File: src/rtl/pc_fetch_unit_if.sv
//==============================================================================
// Module      : pc_fetch_unit_if
// Description : Bundle of the fetch front-end buses: redirect input from the
//               target adder, instruction-memory request/response, and the
//               {pc, instruction} handshake towards decode.
//   master : the fetch unit side (drives requests and instructions)
//   slave  : the environment side (memory, decode, branch resolution)
// Revision    : 1.0 - initial release
//==============================================================================
`default_nettype none

interface pc_fetch_unit_if;
  logic        redirect_valid;
  logic [31:0] redirect_target;
  logic        imem_req_valid;
  logic [31:0] imem_req_addr;
  logic        imem_req_ready;
  logic        imem_resp_valid;
  logic [31:0] imem_resp_data;
  logic        inst_valid;
  logic [31:0] inst_pc;
  logic [31:0] inst_data;
  logic        inst_ready;
  logic        misalign_trap;

  modport master (
    input  redirect_valid, redirect_target,
    input  imem_req_ready, imem_resp_valid, imem_resp_data,
    input  inst_ready,
    output imem_req_valid, imem_req_addr,
    output inst_valid, inst_pc, inst_data,
    output misalign_trap
  );

  modport slave (
    output redirect_valid, redirect_target,
    output imem_req_ready, imem_resp_valid, imem_resp_data,
    output inst_ready,
    input  imem_req_valid, imem_req_addr,
    input  inst_valid, inst_pc, inst_data,
    input  misalign_trap
  );
endinterface

`default_nettype wire

File: src/rtl/pc_fetch_unit.sv
//==============================================================================
// Module      : pc_fetch_unit
// Description : Instruction-fetch front end. Owns the fetch PC, issues
//               in-order instruction-memory requests under a two-credit
//               budget, tags responses with their PC and hands
//               {pc, instruction} pairs to decode. Redirects flush all
//               buffered state and discard wrong-path responses.
// Ports       : clk            - clock, rising edge
//               rst_n          - asynchronous active-low reset
//               bus (master)   - redirect_valid/redirect_target in,
//                                imem_req_valid/addr out, imem_req_ready in,
//                                imem_resp_valid/data in,
//                                inst_valid/pc/data out, inst_ready in,
//                                misalign_trap out
// Parameters  : RESET_PC       - fetch address after reset
// Macro       : FETCH_MISALIGN_TRAP_EN - when defined, a redirect to a
//               non-word-aligned target flushes and parks the unit in a
//               sticky trap state; otherwise the low target bits are dropped.
// Revision    : 1.0 - initial release
//==============================================================================
`default_nettype none

module pc_fetch_unit #(
  parameter logic [31:0] RESET_PC = 32'h0000_0000
) (
  input  wire logic       clk,
  input  wire logic       rst_n,
  pc_fetch_unit_if.master bus
);

  localparam logic [1:0] S_BOOT = 2'd0;
  localparam logic [1:0] S_RUN  = 2'd1;
  localparam logic [1:0] S_TRAP = 2'd2;

  logic [1:0]  r_state;
  logic [31:0] r_fetch_pc;
  logic [1:0]  r_outstanding;
  logic [1:0]  r_drop_cnt;

  // Tag FIFO: PCs of requests whose responses will be kept (head = r_tag0).
  logic [31:0] r_tag0;
  logic [31:0] r_tag1;
  logic [1:0]  r_tag_cnt;

  // Output buffer entries are {pc, data}; head = r_buf0.
  logic [63:0] r_buf0;
  logic [63:0] r_buf1;
  logic [1:0]  r_buf_cnt;

  logic        w_redirect;
  logic [31:0] w_redirect_pc;
  logic        w_inst_valid;
  logic        w_pop;
  logic [2:0]  w_credit_used;
  logic        w_req_valid;
  logic        w_accept;
  logic        w_resp;
  logic        w_keep;
  logic [63:0] w_push_entry;
  logic        w_unused_tgt;

  assign w_redirect = bus.redirect_valid;

`ifdef FETCH_MISALIGN_TRAP_EN
  logic w_misalign;
  assign w_misalign    = |bus.redirect_target[1:0];
  assign w_redirect_pc = bus.redirect_target;
`else
  assign w_redirect_pc = {bus.redirect_target[31:2], 2'b00};
`endif
  assign w_unused_tgt = ^bus.redirect_target[1:0];

  // Decode never sees an instruction in a redirect cycle: the buffer is
  // being flushed, so nothing may be popped either.
  assign w_inst_valid = (r_buf_cnt != 2'd0) && !w_redirect;
  assign w_pop        = w_inst_valid && bus.inst_ready;

  // Credits count requests in flight (including ones that will be dropped)
  // plus buffered instructions; a same-cycle pop frees one immediately.
  assign w_credit_used = {1'b0, r_outstanding} + {1'b0, r_buf_cnt} - {2'b00, w_pop};
  assign w_req_valid   = (r_state == S_RUN) && !w_redirect && (w_credit_used < 3'd2);
  assign w_accept      = w_req_valid && bus.imem_req_ready;

  assign w_resp       = bus.imem_resp_valid;
  assign w_keep       = w_resp && (r_drop_cnt == 2'd0) && !w_redirect;
  assign w_push_entry = {r_tag0, bus.imem_resp_data};

  assign bus.imem_req_valid = w_req_valid;
  assign bus.imem_req_addr  = r_fetch_pc;
  assign bus.inst_valid     = w_inst_valid;
  assign bus.inst_pc        = r_buf0[63:32];
  assign bus.inst_data      = r_buf0[31:0];

`ifdef FETCH_MISALIGN_TRAP_EN
  assign bus.misalign_trap = (r_state == S_TRAP);
`else
  assign bus.misalign_trap = 1'b0;
`endif

  // State machine
  always_ff @(posedge clk or negedge rst_n) begin
    if (!rst_n) begin
      r_state <= S_BOOT;
    end else begin
      case (r_state)
        S_BOOT: r_state <= S_RUN;
        S_RUN: begin
`ifdef FETCH_MISALIGN_TRAP_EN
          if (w_redirect && w_misalign) begin
            r_state <= S_TRAP;
          end
`endif
        end
        S_TRAP:  r_state <= S_TRAP;
        default: r_state <= S_BOOT;
      endcase
    end
  end

  // Fetch PC and in-flight bookkeeping
  always_ff @(posedge clk or negedge rst_n) begin
    if (!rst_n) begin
      r_fetch_pc    <= RESET_PC;
      r_outstanding <= 2'd0;
      r_drop_cnt    <= 2'd0;
    end else begin
      // Every response retires one in-flight request, kept or not.
      r_outstanding <= r_outstanding + {1'b0, w_accept} - {1'b0, w_resp};
      if (w_redirect) begin
        r_fetch_pc <= w_redirect_pc;
        // A response arriving in the redirect cycle is itself discarded,
        // so only the remaining in-flight requests need dropping later.
        r_drop_cnt <= r_outstanding - {1'b0, w_resp};
      end else begin
        if (w_accept) begin
          r_fetch_pc <= r_fetch_pc + 32'd4;
        end
        if (w_resp && (r_drop_cnt != 2'd0)) begin
          r_drop_cnt <= r_drop_cnt - 2'd1;
        end
      end
    end
  end

  // Tag FIFO: push on accept, pop on every kept response
  always_ff @(posedge clk or negedge rst_n) begin
    if (!rst_n) begin
      r_tag0    <= 32'd0;
      r_tag1    <= 32'd0;
      r_tag_cnt <= 2'd0;
    end else if (w_redirect) begin
      r_tag_cnt <= 2'd0;
    end else begin
      case ({w_accept, w_keep})
        2'b10: begin
          if (r_tag_cnt == 2'd0) begin
            r_tag0 <= r_fetch_pc;
          end else begin
            r_tag1 <= r_fetch_pc;
          end
          r_tag_cnt <= r_tag_cnt + 2'd1;
        end
        2'b01: begin
          r_tag0    <= r_tag1;
          r_tag_cnt <= r_tag_cnt - 2'd1;
        end
        2'b11: begin
          if (r_tag_cnt == 2'd2) begin
            r_tag0 <= r_tag1;
            r_tag1 <= r_fetch_pc;
          end else begin
            r_tag0 <= r_fetch_pc;
          end
        end
        default: begin
        end
      endcase
    end
  end

  // Output buffer: push on kept response, pop on decode handshake
  always_ff @(posedge clk or negedge rst_n) begin
    if (!rst_n) begin
      r_buf0    <= 64'd0;
      r_buf1    <= 64'd0;
      r_buf_cnt <= 2'd0;
    end else if (w_redirect) begin
      r_buf_cnt <= 2'd0;
    end else begin
      case ({w_keep, w_pop})
        2'b10: begin
          if (r_buf_cnt == 2'd0) begin
            r_buf0 <= w_push_entry;
          end else begin
            r_buf1 <= w_push_entry;
          end
          r_buf_cnt <= r_buf_cnt + 2'd1;
        end
        2'b01: begin
          r_buf0    <= r_buf1;
          r_buf_cnt <= r_buf_cnt - 2'd1;
        end
        2'b11: begin
          if (r_buf_cnt == 2'd2) begin
            r_buf0 <= r_buf1;
            r_buf1 <= w_push_entry;
          end else begin
            r_buf0 <= w_push_entry;
          end
        end
        default: begin
        end
      endcase
    end
  end

endmodule

`default_nettype wire

File: src/flat_wrapper.sv
// flat-port wrapper written by rule: the top's interface ports become plain ports
module pc_fetch_unit_flat 
#(
  parameter logic [31:0] RESET_PC = 32'h0000_0000
)
  (clk, rst_n, bus_redirect_valid, bus_redirect_target, bus_imem_req_ready, bus_imem_resp_valid, bus_imem_resp_data, bus_inst_ready, bus_imem_req_valid, bus_imem_req_addr, bus_inst_valid, bus_inst_pc, bus_inst_data, bus_misalign_trap);
  pc_fetch_unit_if bus_i ();
  input  wire logic clk;
  input  wire logic rst_n;
  input wire logic [$bits(bus_i.redirect_valid)-1:0] bus_redirect_valid;
  input wire logic [$bits(bus_i.redirect_target)-1:0] bus_redirect_target;
  input wire logic [$bits(bus_i.imem_req_ready)-1:0] bus_imem_req_ready;
  input wire logic [$bits(bus_i.imem_resp_valid)-1:0] bus_imem_resp_valid;
  input wire logic [$bits(bus_i.imem_resp_data)-1:0] bus_imem_resp_data;
  input wire logic [$bits(bus_i.inst_ready)-1:0] bus_inst_ready;
  output wire logic [$bits(bus_i.imem_req_valid)-1:0] bus_imem_req_valid;
  output wire logic [$bits(bus_i.imem_req_addr)-1:0] bus_imem_req_addr;
  output wire logic [$bits(bus_i.inst_valid)-1:0] bus_inst_valid;
  output wire logic [$bits(bus_i.inst_pc)-1:0] bus_inst_pc;
  output wire logic [$bits(bus_i.inst_data)-1:0] bus_inst_data;
  output wire logic [$bits(bus_i.misalign_trap)-1:0] bus_misalign_trap;
  assign bus_i.redirect_valid = bus_redirect_valid;
  assign bus_i.redirect_target = bus_redirect_target;
  assign bus_i.imem_req_ready = bus_imem_req_ready;
  assign bus_i.imem_resp_valid = bus_imem_resp_valid;
  assign bus_i.imem_resp_data = bus_imem_resp_data;
  assign bus_i.inst_ready = bus_inst_ready;
  assign bus_imem_req_valid = bus_i.imem_req_valid;
  assign bus_imem_req_addr = bus_i.imem_req_addr;
  assign bus_inst_valid = bus_i.inst_valid;
  assign bus_inst_pc = bus_i.inst_pc;
  assign bus_inst_data = bus_i.inst_data;
  assign bus_misalign_trap = bus_i.misalign_trap;
  pc_fetch_unit #(.RESET_PC(RESET_PC)) u_core (.clk(clk), .rst_n(rst_n), .bus(bus_i));
endmodule
File: config.mk
export PLATFORM = sky130hd
export DESIGN_NAME = pc_fetch_unit_flat
export DESIGN_NICKNAME = d
export VERILOG_FILES = /design/src/rtl/pc_fetch_unit_if.sv /design/src/rtl/pc_fetch_unit.sv /design/src/flat_wrapper.sv
export SDC_FILE = /design/constraint.sdc
export NUM_CORES = 1
export LEC_CHECK = 0
export ABC_AREA = 1
export CORE_MARGIN = 1.5
export CORE_UTILIZATION = 45
export DETAILED_ROUTE_END_ITERATION = 10
export DONT_BUFFER_PORTS = 1
export HOLD_SLACK_MARGIN = 0.02
export PLACE_DENSITY = 0.63
export SYNTH_ARGS = -nofsm -noshare
export SYNTH_HDL_FRONTEND = slang
export SYNTH_SLANG_ARGS = --single-unit
File: constraint.sdc
create_clock -name clk -period 4.3 [get_ports clk]
set_clock_uncertainty 0.2 [all_clocks]
set_input_delay 0.43 -clock clk [delete_from_list [all_inputs] [get_ports clk]]
set_output_delay 0.43 -clock clk [all_outputs]
set_load 0.05 [all_outputs]
==> results of run 1 <==
[registers in the layout, indices dropped and copies added, names as in the netlist]
name                      cells
u_core.r_buf0                63
u_core.r_buf1                63
u_core.r_tag0                31
u_core.bus.imem_req_addr     30
u_core.r_tag1                30
u_core.r_buf_cnt              2
u_core.r_drop_cnt             2
u_core.r_outstanding          2
u_core.r_state                2
u_core.r_tag_cnt              2
[cells by family (layout without fill, tap and decap cells)]
group,count (synthesis),after routing,synth area share
AND/OR/NAND/NOR,671,671,0.2516
AO/OA/AOI/OAI,257,257,0.1225
buffers and inverters,247,302,0.09408
flip-flops,227,227,0.5134
XOR/XNOR,12,12,0.009499
adder cells (fa/ha/maj),7,7,0.008594
other,1,3,0.0003389
[area by class of cell]
| cell class | instances | area share |
|---|---|---|
| flip-flops and latches | 227 | 0.4418 |
| multi-input cells | 950 | 0.3394 |
| repair buffers | 84 | 0.06559 |
| clock buffers | 34 | 0.05615 |
| inverters | 168 | 0.04973 |
| well taps | 324 | 0.03153 |
| clock inverters | 16 | 0.01576 |
[cell usage in the layout (no fill, tap or decap), types with 8 or more instances in the layout]
master         count
buf_4             11
nor2_1            54
a21oi_1           64
dlygate4sd3_1     70
o211ai_1           8
xor2_1            10
dfrtp_1          227
clkbuf_16         27
nand2_1          448
o21ai_0           99
o21ai_1           72
inv_1            165
nand3_1          155
o21ai_2            9
[power by group through the flow]
stage / clock, W / combinational (W) / sequential (W)
6_report: 0.00235 / 0.00226 / 0.00487
5_1_grt: 0.00251 / 0.00263 / 0.00499
4_1_cts: 0.00240 / 0.00227 / 0.00488
3_5_place_dp: 0 / 0.00217 / 0.00491
3_3_place_gp: 0 / 0.00210 / 0.00488
2_1_floorplan: 0 / 0.00183 / 0.00468
[per-stage QoR]
step	instance area (sq um)	power, W
6_report	12860	0.009481
3_3_place_gp	11210	0.006984
5_1_grt	12860	0.01013
4_1_cts	12860	0.009548
2_1_floorplan	11070	0.006510
3_5_place_dp	11210	0.007082
[routing by layer]
layer / GRT usage / routed length [microns]
met5: 0 / 0
met4: 0.05225 / 516
met3: 0.05143 / 2117
met2: 0.3142 / 11560
met1: 0.3085 / 12810
[critical path: stages]
cell and delay (ns):
dlygate4sd3_1 0.57, nor3_4 0.28, ha_1 0.27, or2_2 0.31, fa_1 0.49, nand2_1 0.09
nor2_4 0.17, nand3_4 0.16, nand2_2 0.27, inv_1 0.22, nand2_1 0.10, o211ai_1 0.09
dlygate4sd3_1 0.58
[worst paths after layout]
path / startpoint / end / slack [ns] / depth (start not counted)
max in group asynchronous: rst_n / u_core.bus.imem_req_addr[3] / 4.07 / 0
min reg2reg: u_core.r_state[0] / u_core.r_state[1] / 0.24 / 1
max reg2reg: u_core.r_buf_cnt[0] / u_core.bus.imem_req_addr[5] / 0.53 / 13
min in group clk: bus_inst_ready / u_core.r_buf_cnt[1] / 0.05 / 5
min: rst_n / u_core.r_buf1[26] / -0.60 / 0
max: bus_redirect_valid / u_core.bus.imem_req_addr[5] / 0.48 / 13
==> metrics, run 1 <==
PD cells between 700 and 800 nW/um^2; area of the die ~26,000 sq um; postcts setup bufs 0; largest net degree at the start of global routing 228; max-cap viol count 0; cell with the most instances after synthesis nand2_1; share of the synthesized area in the top cell type 0.5134; CTS Buffer Depth 3; std cell rows 57; setup violators final 0; CP Capture Type register; Die H 159.8 microns; antenna viol nets, final 0; Total Routed Length 27,000 microns; # IOs roughly 170; Slew HR 0.3597; gr usage total 0.2108; failing checks hold timing; synth unique cells 35; Arr. time, crit path 4.02 ns; CTS resizes 0; clock share of power 0.248; Max Fclk around 260 MHz; RSZ-0062 raised after global routing false; setup TNS 0 ns; sw frac 0.4451; DRC 0; GP Congestion slightly above 0.9; Synth Instances between 1,000 and 1,500; DR vias/cell 5.179; final hold vios roughly 230; nets between 1,500 and 2,000; worst-margin pin slew between 0.9 and 1 ns; Commonest cells post-synth nand2_1, dfrtp_1, inv_1; Seq pwr share 0.514; GRT Residual Overflow 0; min cycle time layout between 3 and 4 ns; syn_area_per_cell slightly below 8 sq um; Synth Warn # 0; Vias around 9,300; post-layout util 0.5302; H-tree depth 1; WL/cell 14.97 microns; crit-path max FO 12; Antenna Cells 0; leakage power ~6.4 nW; synthesized area approximately 11,000 sq um; fillers roughly 2,300; clk sinks 227; CP Class input port to register; first-iteration detailed-routing DRC count about 800; drt first pass iters 5; multi-input logic area around 4400 sq um; hold_buf cts 71; register area share after synthesis 0.5134; worst hold path type input port to asynchronous set/reset pin; critical path data required time 4.51 ns; Pint 0.005261 W; fin cells about 1,800; Post-synth EDFFs 0; Setup WS post-layout slightly below 0.5 ns; placed cell count ~1,700; crit share post-route 0.8874; root cell of the clock tree clkbuf_16; #FFs+latches synth 227; max-slew violations 0; VDD IR max 438.2 uV; Switch Pwr roughly 0.0042 W; number of global-route vias before repair a little under 9,000; clock-pin slew on the worst setup and hold paths ~0.06 ns; status finished, violations left; layout cells sized above 1 0.05680; cell taking the most area after synthesis dfrtp_1; Critical Path Start Type input port; Core ar. ~24,000 sq um; initial antenna violation count 0; CTS buffer count 27; top cells by area, synth dfrtp_1, nand2_1, nand3_1, inv_1, o21ai_0; first-pass GRT wire length around 45,000 microns; Clock Latency Late Sink roughly 0.53 ns; Gate power share 0.238; Synth-to-Final Area Change 16.20%; ys async rst share 1.000; CTS tree built; post-DP HPWL 16,560 microns; Initial Util 0.4563; Main synth FF type dfrtp_1; Die W roughly 160 microns; Hold WS -0.6029 ns; dpl ws around 0.84 ns; port bufs 0; Sequential cell area 5680 sq um
(Power assumes the default switching activity.)
==> inputs of run 2 (changes only) <==
Settings changed: CORE_MARGIN 1.5 to unset, HOLD_SLACK_MARGIN 0.02 to 0.06.
==> metrics, run 2 (same netlist as run 1, synthesis figures left out) <==
CP max stage delay 0.57 ns (about the same); min cycle time layout 3.976 ns (+0.1603 ns); CP max-delay cell dlygate4sd3_1; Antenna Cells 0 (unchanged); layout cells sized above 1 0.05455 (-0.002250); Vias 9,212 (-1.3%); CTS Buffer Depth 3 (unchanged); Largest regs u_core.r_buf0 x63, u_core.r_buf1 x63, u_core.r_tag0 x31; worst-margin pin slew 1.089 ns (+0.1284 ns); root cell of the clock tree clkbuf_16; Slew HR 0.2706 (-0.08905); Switch Pwr 0.004155 W (-1.6%); Core ar. 24,250 sq um (unchanged); post-DP HPWL 16,590 microns (+0.16%); Synth-to-Final Area Change 16.79%; max-cap viol count 0 (unchanged); sw frac 0.4393 (-0.005786); CP Capture Type register; port bufs 0 (unchanged); post-layout util 0.5329 (+0.002684); failing checks hold timing; area of the die 25,220 sq um (-1.2%); delay-heaviest family, CP simple AND/OR/NAND/NOR gates; final hold vios 227 (unchanged); max-slew violations 0 (unchanged); DRC 0 (unchanged); GP Congestion 0.9345 (+1.6%); number of global-route vias before repair 8,767 (-0.080%); Reg2Reg Setup Slack 0.32 ns (-0.21 ns); Register-to-Register Path Depth 13 (unchanged); commonest non-fill, non-tap cell in the layout nand2_1; VDD IR max 337.3 uV (-23%); Total Routed Length 26,470 microns (-2.0%); most frequent cells in the layout nand2_1, dfrtp_1, inv_1; Clock Latency Late Sink 0.52 ns (about the same); CTS tree built; crit share post-route 0.9247 (+0.03728); Critical Path Start Type register; setup violators final 0 (unchanged); largest net degree at the start of global routing 228 (unchanged); # IOs 169 (unchanged); Crit path buffers/inverters 2 (-1); hold_buf cts 79 (+11%); critical path cell sequence nor2_2 > nor3_4 > ha_1 > or2_2 > fa_1 > nand2_1 > nor2_4 > nand3_4 > nand2_2 > inv_1 > nand2_1 > o211ai_1 > dlygate4sd3_1; gr usage total 0.2130 (+0.002235); drt first pass iters 5 (unchanged); setup TNS 0 ns (unchanged); CTS resizes 0 (unchanged); DR vias/cell 5.092 (-1.7%); clock share of power 0.248 (about the same); first-pass GRT wire length 44,760 microns (about the same); Max Fclk 251.5 MHz (-4.0%); std cell rows 57 (unchanged); leakage power 6.469 nW (+0.52%); Pint 0.005302 W (+0.78%); Gate power share 0.238 (about the same); clk sinks 227 (unchanged); Die W 158.8 microns (-0.63%); WL/cell 14.63 microns (-2.3%); RSZ-0062 raised after global routing false; postcts setup bufs 0 (unchanged); GRT Residual Overflow 0 (unchanged); status finished, violations left; nets 1,543 (+0.52%); CP Class register to register; antenna viol nets, final 0 (unchanged); H-tree depth 1 (unchanged); Die H 158.8 microns (-0.63%); clock-pin slew on the worst setup and hold paths 0.06 ns (about the same); initial antenna violation count 0 (unchanged); critical path data required time 4.50 ns (about the same); most frequent cell on the critical path nand2_1; Initial Util 0.4563 (unchanged); Seq pwr share 0.514 (about the same); RR Startpoint u_core.r_buf_cnt[0]; CTS buffer count 26 (-3.7%); RR Endpoint u_core.bus.imem_req_addr[8]; fillers 2,307 (-0.43%); first-iteration detailed-routing DRC count 784 (-1.9%); crit-path max FO 25 (+13); worst hold path type input port to asynchronous set/reset pin; Arr. time, crit path 4.18 ns (+0.16 ns); final total power 0.009457 W (-0.26%); PD cells 731.8 nW/um^2 (-0.76%); Hold WS -0.5985 ns (+0.004398 ns)
-- run 2: changes by cell type in the layout (fill, tap and decap cells not counted), sizes merged --
cell | previous run | this run
inv | 169 | 167
clkinvlp | 6 | 1
dlygate4sd3 | 70 | 78
clkbuf | 34 | 38
buf | 14 | 15
-- run 2: cell type report --
cell class                 instances  area (sq um)  share of cell area
clock buffer                      38         767.0             0.05935
clock inverter                     9         147.6             0.01143
inverter                         168         639.4             0.04948
multi-input combinational        950          4364              0.3377
sequential                       227          5680              0.4396
tap                              324         405.4             0.03137
timing repair buffer              93         918.4             0.07107
-- run 2: worst max-delay path by stage --
stage,cells after the start,start,endpoint,slack (ns)
2_1_floorplan,9,bus_redirect_valid,bus_imem_req_valid,1.28
4_1_cts,13,u_core.r_buf_cnt[0],u_core.bus.imem_req_addr[8],0.37
6_report,13,u_core.r_buf_cnt[0],u_core.bus.imem_req_addr[8],0.32
3_3_place_gp,12,bus_inst_ready,u_core.bus.imem_req_addr[4],0.87
3_5_place_dp,12,bus_inst_ready,u_core.bus.imem_req_addr[4],0.85
5_1_grt,13,u_core.r_buf_cnt[0],u_core.bus.imem_req_addr[5],0.12
-- run 2: metrics by stage --
stage / std cells / hold WS [ns] / cell area, sq um / setup WS, ns
after CTS: 1809 / -0.6238 / 12920 / 0.3700
after floorplan: 1424 / -0.06559 / 11070 / 1.283
final: 1809 / -0.5985 / 12920 / 0.3239
after global routing: 1809 / -0.6225 / 12920 / 0.1177
after global placement: 1683 / -0.06099 / 11210 / 0.8713
after detailed placement: 1683 / -0.06111 / 11210 / 0.8546
-- run 2: worst reg2reg max path: stages, from the launching register on --
cell and delay [ns]:
dfrtp_1 0.42, nor2_2 0.22, nor3_4 0.08, ha_1 0.27, or2_2 0.30, fa_1 0.48, nand2_1 0.08, nor2_4 0.16
nand3_4 0.15, nand2_2 0.42, inv_1 0.29, nand2_1 0.11, o211ai_1 0.10, dlygate4sd3_1 0.57
-- run 2: metal layers --
metal | up-vias | global-route usage | wire length, microns
met2 | 263 | 0.3134 | 11080
met4 | 0 | 0.05649 | 569
met3 | 37 | 0.05120 | 1929
met5 | - | 0 | 0
met1 | 4298 | 0.3122 | 12880
li1 | 4614 | - | -
-- run 2: power by group through the flow --
stage               logic, W  clock network (W)  registers [W]
floorplan            0.00183                  0        0.00468
global placement     0.00210                  0        0.00487
detailed placement   0.00215                  0        0.00490
CTS                  0.00226            0.00240        0.00486
global route         0.00263            0.00249        0.00499
finish               0.00225            0.00234        0.00487
==> inputs of run 3 (changes only) <==
Settings changed: CORE_UTILIZATION 45 to 65, PLACE_DENSITY 0.63 to 0.84.
==> metrics, run 3 (same netlist as run 1, synthesis figures left out) <==
dpl ws 0.8049 ns (-0.04965 ns); initial antenna violation count 0 (unchanged); most frequent cells in the layout nand2_1, dfrtp_1, inv_1; nets 1,539 (-0.26%); final hold vios 227 (unchanged); critical path data required time 4.49 ns (about the same); worst hold path type input port to asynchronous set/reset pin; Arr. time, crit path 4.34 ns (+0.16 ns); hold_buf cts 78 (-1.3%); critical path cell sequence nor2_2 > nor3_4 > ha_1 > or2_2 > fa_1 > nand2_1 > nor2_4 > nand3_4 > nand2_2 > inv_1 > nand2_1 > o211ai_1 > dlygate4sd3_1; Synth-to-Final Area Change 15.40%; layout cells sized above 1 0.05405 (-0.0004914); CP Class register to register; setup TNS 0 ns (unchanged); Core ar. 16,580 sq um (-32%); fin cells 1,700 (-6.0%); largest net degree at the start of global routing 228 (unchanged); std cell rows 47 (-18%); most frequent cell on the critical path nand2_1; Antenna Cells 0 (unchanged); crit share post-route 0.9645 (+0.03987); gr usage total 0.3068 (+0.09378); final instance area 12,770 sq um (-1.2%); Largest regs u_core.r_buf0 x63, u_core.r_buf1 x63, u_core.r_tag0 x31; postcts setup bufs 0 (unchanged); setup violators final 0 (unchanged); crit-path max FO 25 (unchanged); final total power 0.009512 W (+0.59%); first-pass GRT wire length 43,900 microns (-1.9%); root cell of the clock tree clkbuf_16; Clock Latency Late Sink 0.51 ns (about the same); Critical Path Start Type register; antenna viol nets, final 0 (unchanged); RSZ-0062 raised after global routing false; Die W 132.5 microns (-17%); Max Fclk 241.1 MHz (-4.1%); GRT Residual Overflow 0 (unchanged); PD cells 745.0 nW/um^2 (+1.8%); WL/cell 15.45 microns (+5.6%); drt first pass iters 5 (unchanged); DRC 0 (unchanged); CTS Buffer Depth 3 (unchanged); GP Congestion 0.9993 (+6.9%); VDD IR max 546.4 uV (+62%); max-cap viol count 0 (unchanged); CTS resizes 0 (unchanged); max-slew violations 0 (unchanged); CTS buffer count 25 (-3.8%); Post-Place Cell Area 11,060 sq um (-1.3%); CTS tree built; port bufs 0 (unchanged); worst-margin pin slew 1.094 ns (+0.005378 ns); failing checks hold timing; clk sinks 227 (unchanged); min cycle time layout 4.148 ns (+0.1714 ns); first-iteration detailed-routing DRC count 901 (+15%); CP Capture Type register; commonest non-fill, non-tap cell in the layout nand2_1; DR vias/cell 5.616 (+10%); CP max stage delay 0.57 ns (about the same); Hold WS -0.5921 ns (+0.006444 ns); CP max-delay cell dlygate4sd3_1; Vias 9,547 (+3.6%); leakage power 6.452 nW (-0.27%); Slew HR 0.2705 (about the same); placed cell count 1,577 (-6.3%); area of the die 17,550 sq um (-30%); # IOs 169 (unchanged); Total Routed Length 26,270 microns (-0.73%); Die H 132.5 microns (-17%); Setup WS post-layout 0.1525 ns (-0.1714 ns); status finished, violations left; Initial Util 0.6672 (+0.2109); H-tree depth 1 (unchanged); number of global-route vias before repair 9,182 (+4.7%); clock-pin slew on the worst setup and hold paths 0.06 ns (about the same); post-DP HPWL 15,460 microns (-6.8%)
## run 3: changes by cell type in the layout (fill, tap and decap cells not counted), moves of 2 or more
| cell | before | now |
|---|---|---|
| clkbuf_16 | 27 | 25 |
| clkbuf_1 | 6 | 3 |
| clkbuf_8 | 5 | 7 |
| buf_4 | 13 | 11 |
## run 3: cell type report
class	count	area (sq um)
inverters	168	638.1
clock inverters	10	183.9
fillers	1157	3815
clock buffers	35	733.2
well taps	220	275.3
multi-input cells	950	4364
repair buffers	90	893.4
flip-flops and latches	227	5680
## run 3: worst paths after layout
kind | startpoint | endpoint | slack [ns] | cells after the start
max in group asynchronous | rst_n | u_core.bus.imem_req_addr[29] | 4.12 | 0
min in group clk | bus_redirect_valid | u_core.bus.imem_req_addr[14] | 0.11 | 3
worst min-delay path | rst_n | u_core.r_buf1[31] | -0.59 | 0
worst max-delay path | u_core.r_buf_cnt[0] | u_core.bus.imem_req_addr[4] | 0.15 | 13
worst max register to register | u_core.r_buf_cnt[0] | u_core.bus.imem_req_addr[4] | 0.15 | 13
worst min register to register | u_core.r_state[1] | u_core.r_state[0] | 0.27 | 1
## run 3: through the flow
step                hold WS [ns]  utilization
global placement        -0.06171       0.6670
finish                   -0.5921       0.7700
global route             -0.6097       0.7700
floorplan               -0.06559            -
detailed placement      -0.05944       0.6670
CTS                      -0.6069       0.7700
## run 3: where the power goes
part | total, W | internal [W] | leakage (nW) | switching, W
Clock | 0.00233 | 0.00149 | 0.445 | 0.000848
Combinational | 0.00231 | 0.000838 | 3.12 | 0.00147
Sequential | 0.00487 | 0.00299 | 2.89 | 0.00188
## run 3: critical path: cells and delay by family (launching register included)
family / cells / cell delay, ns
AOI/OAI and AO/OA: 1 / 0.12
DFF: 1 / 0.42
and+or+nand+nor: 8 / 1.66
buffers and inverters: 2 / 0.84
adders and majority gates: 2 / 0.79
## run 3: per-layer routing
layer / track usage / wire length (microns) / up-vias
met1: 0.4284 / 11280 / 4453
met2: 0.4813 / 12020 / 423
met5: 0 / 0 / -
met3: 0.06245 / 2300 / 55
li1: - / - / 4616
met4: 0.1079 / 675 / 0
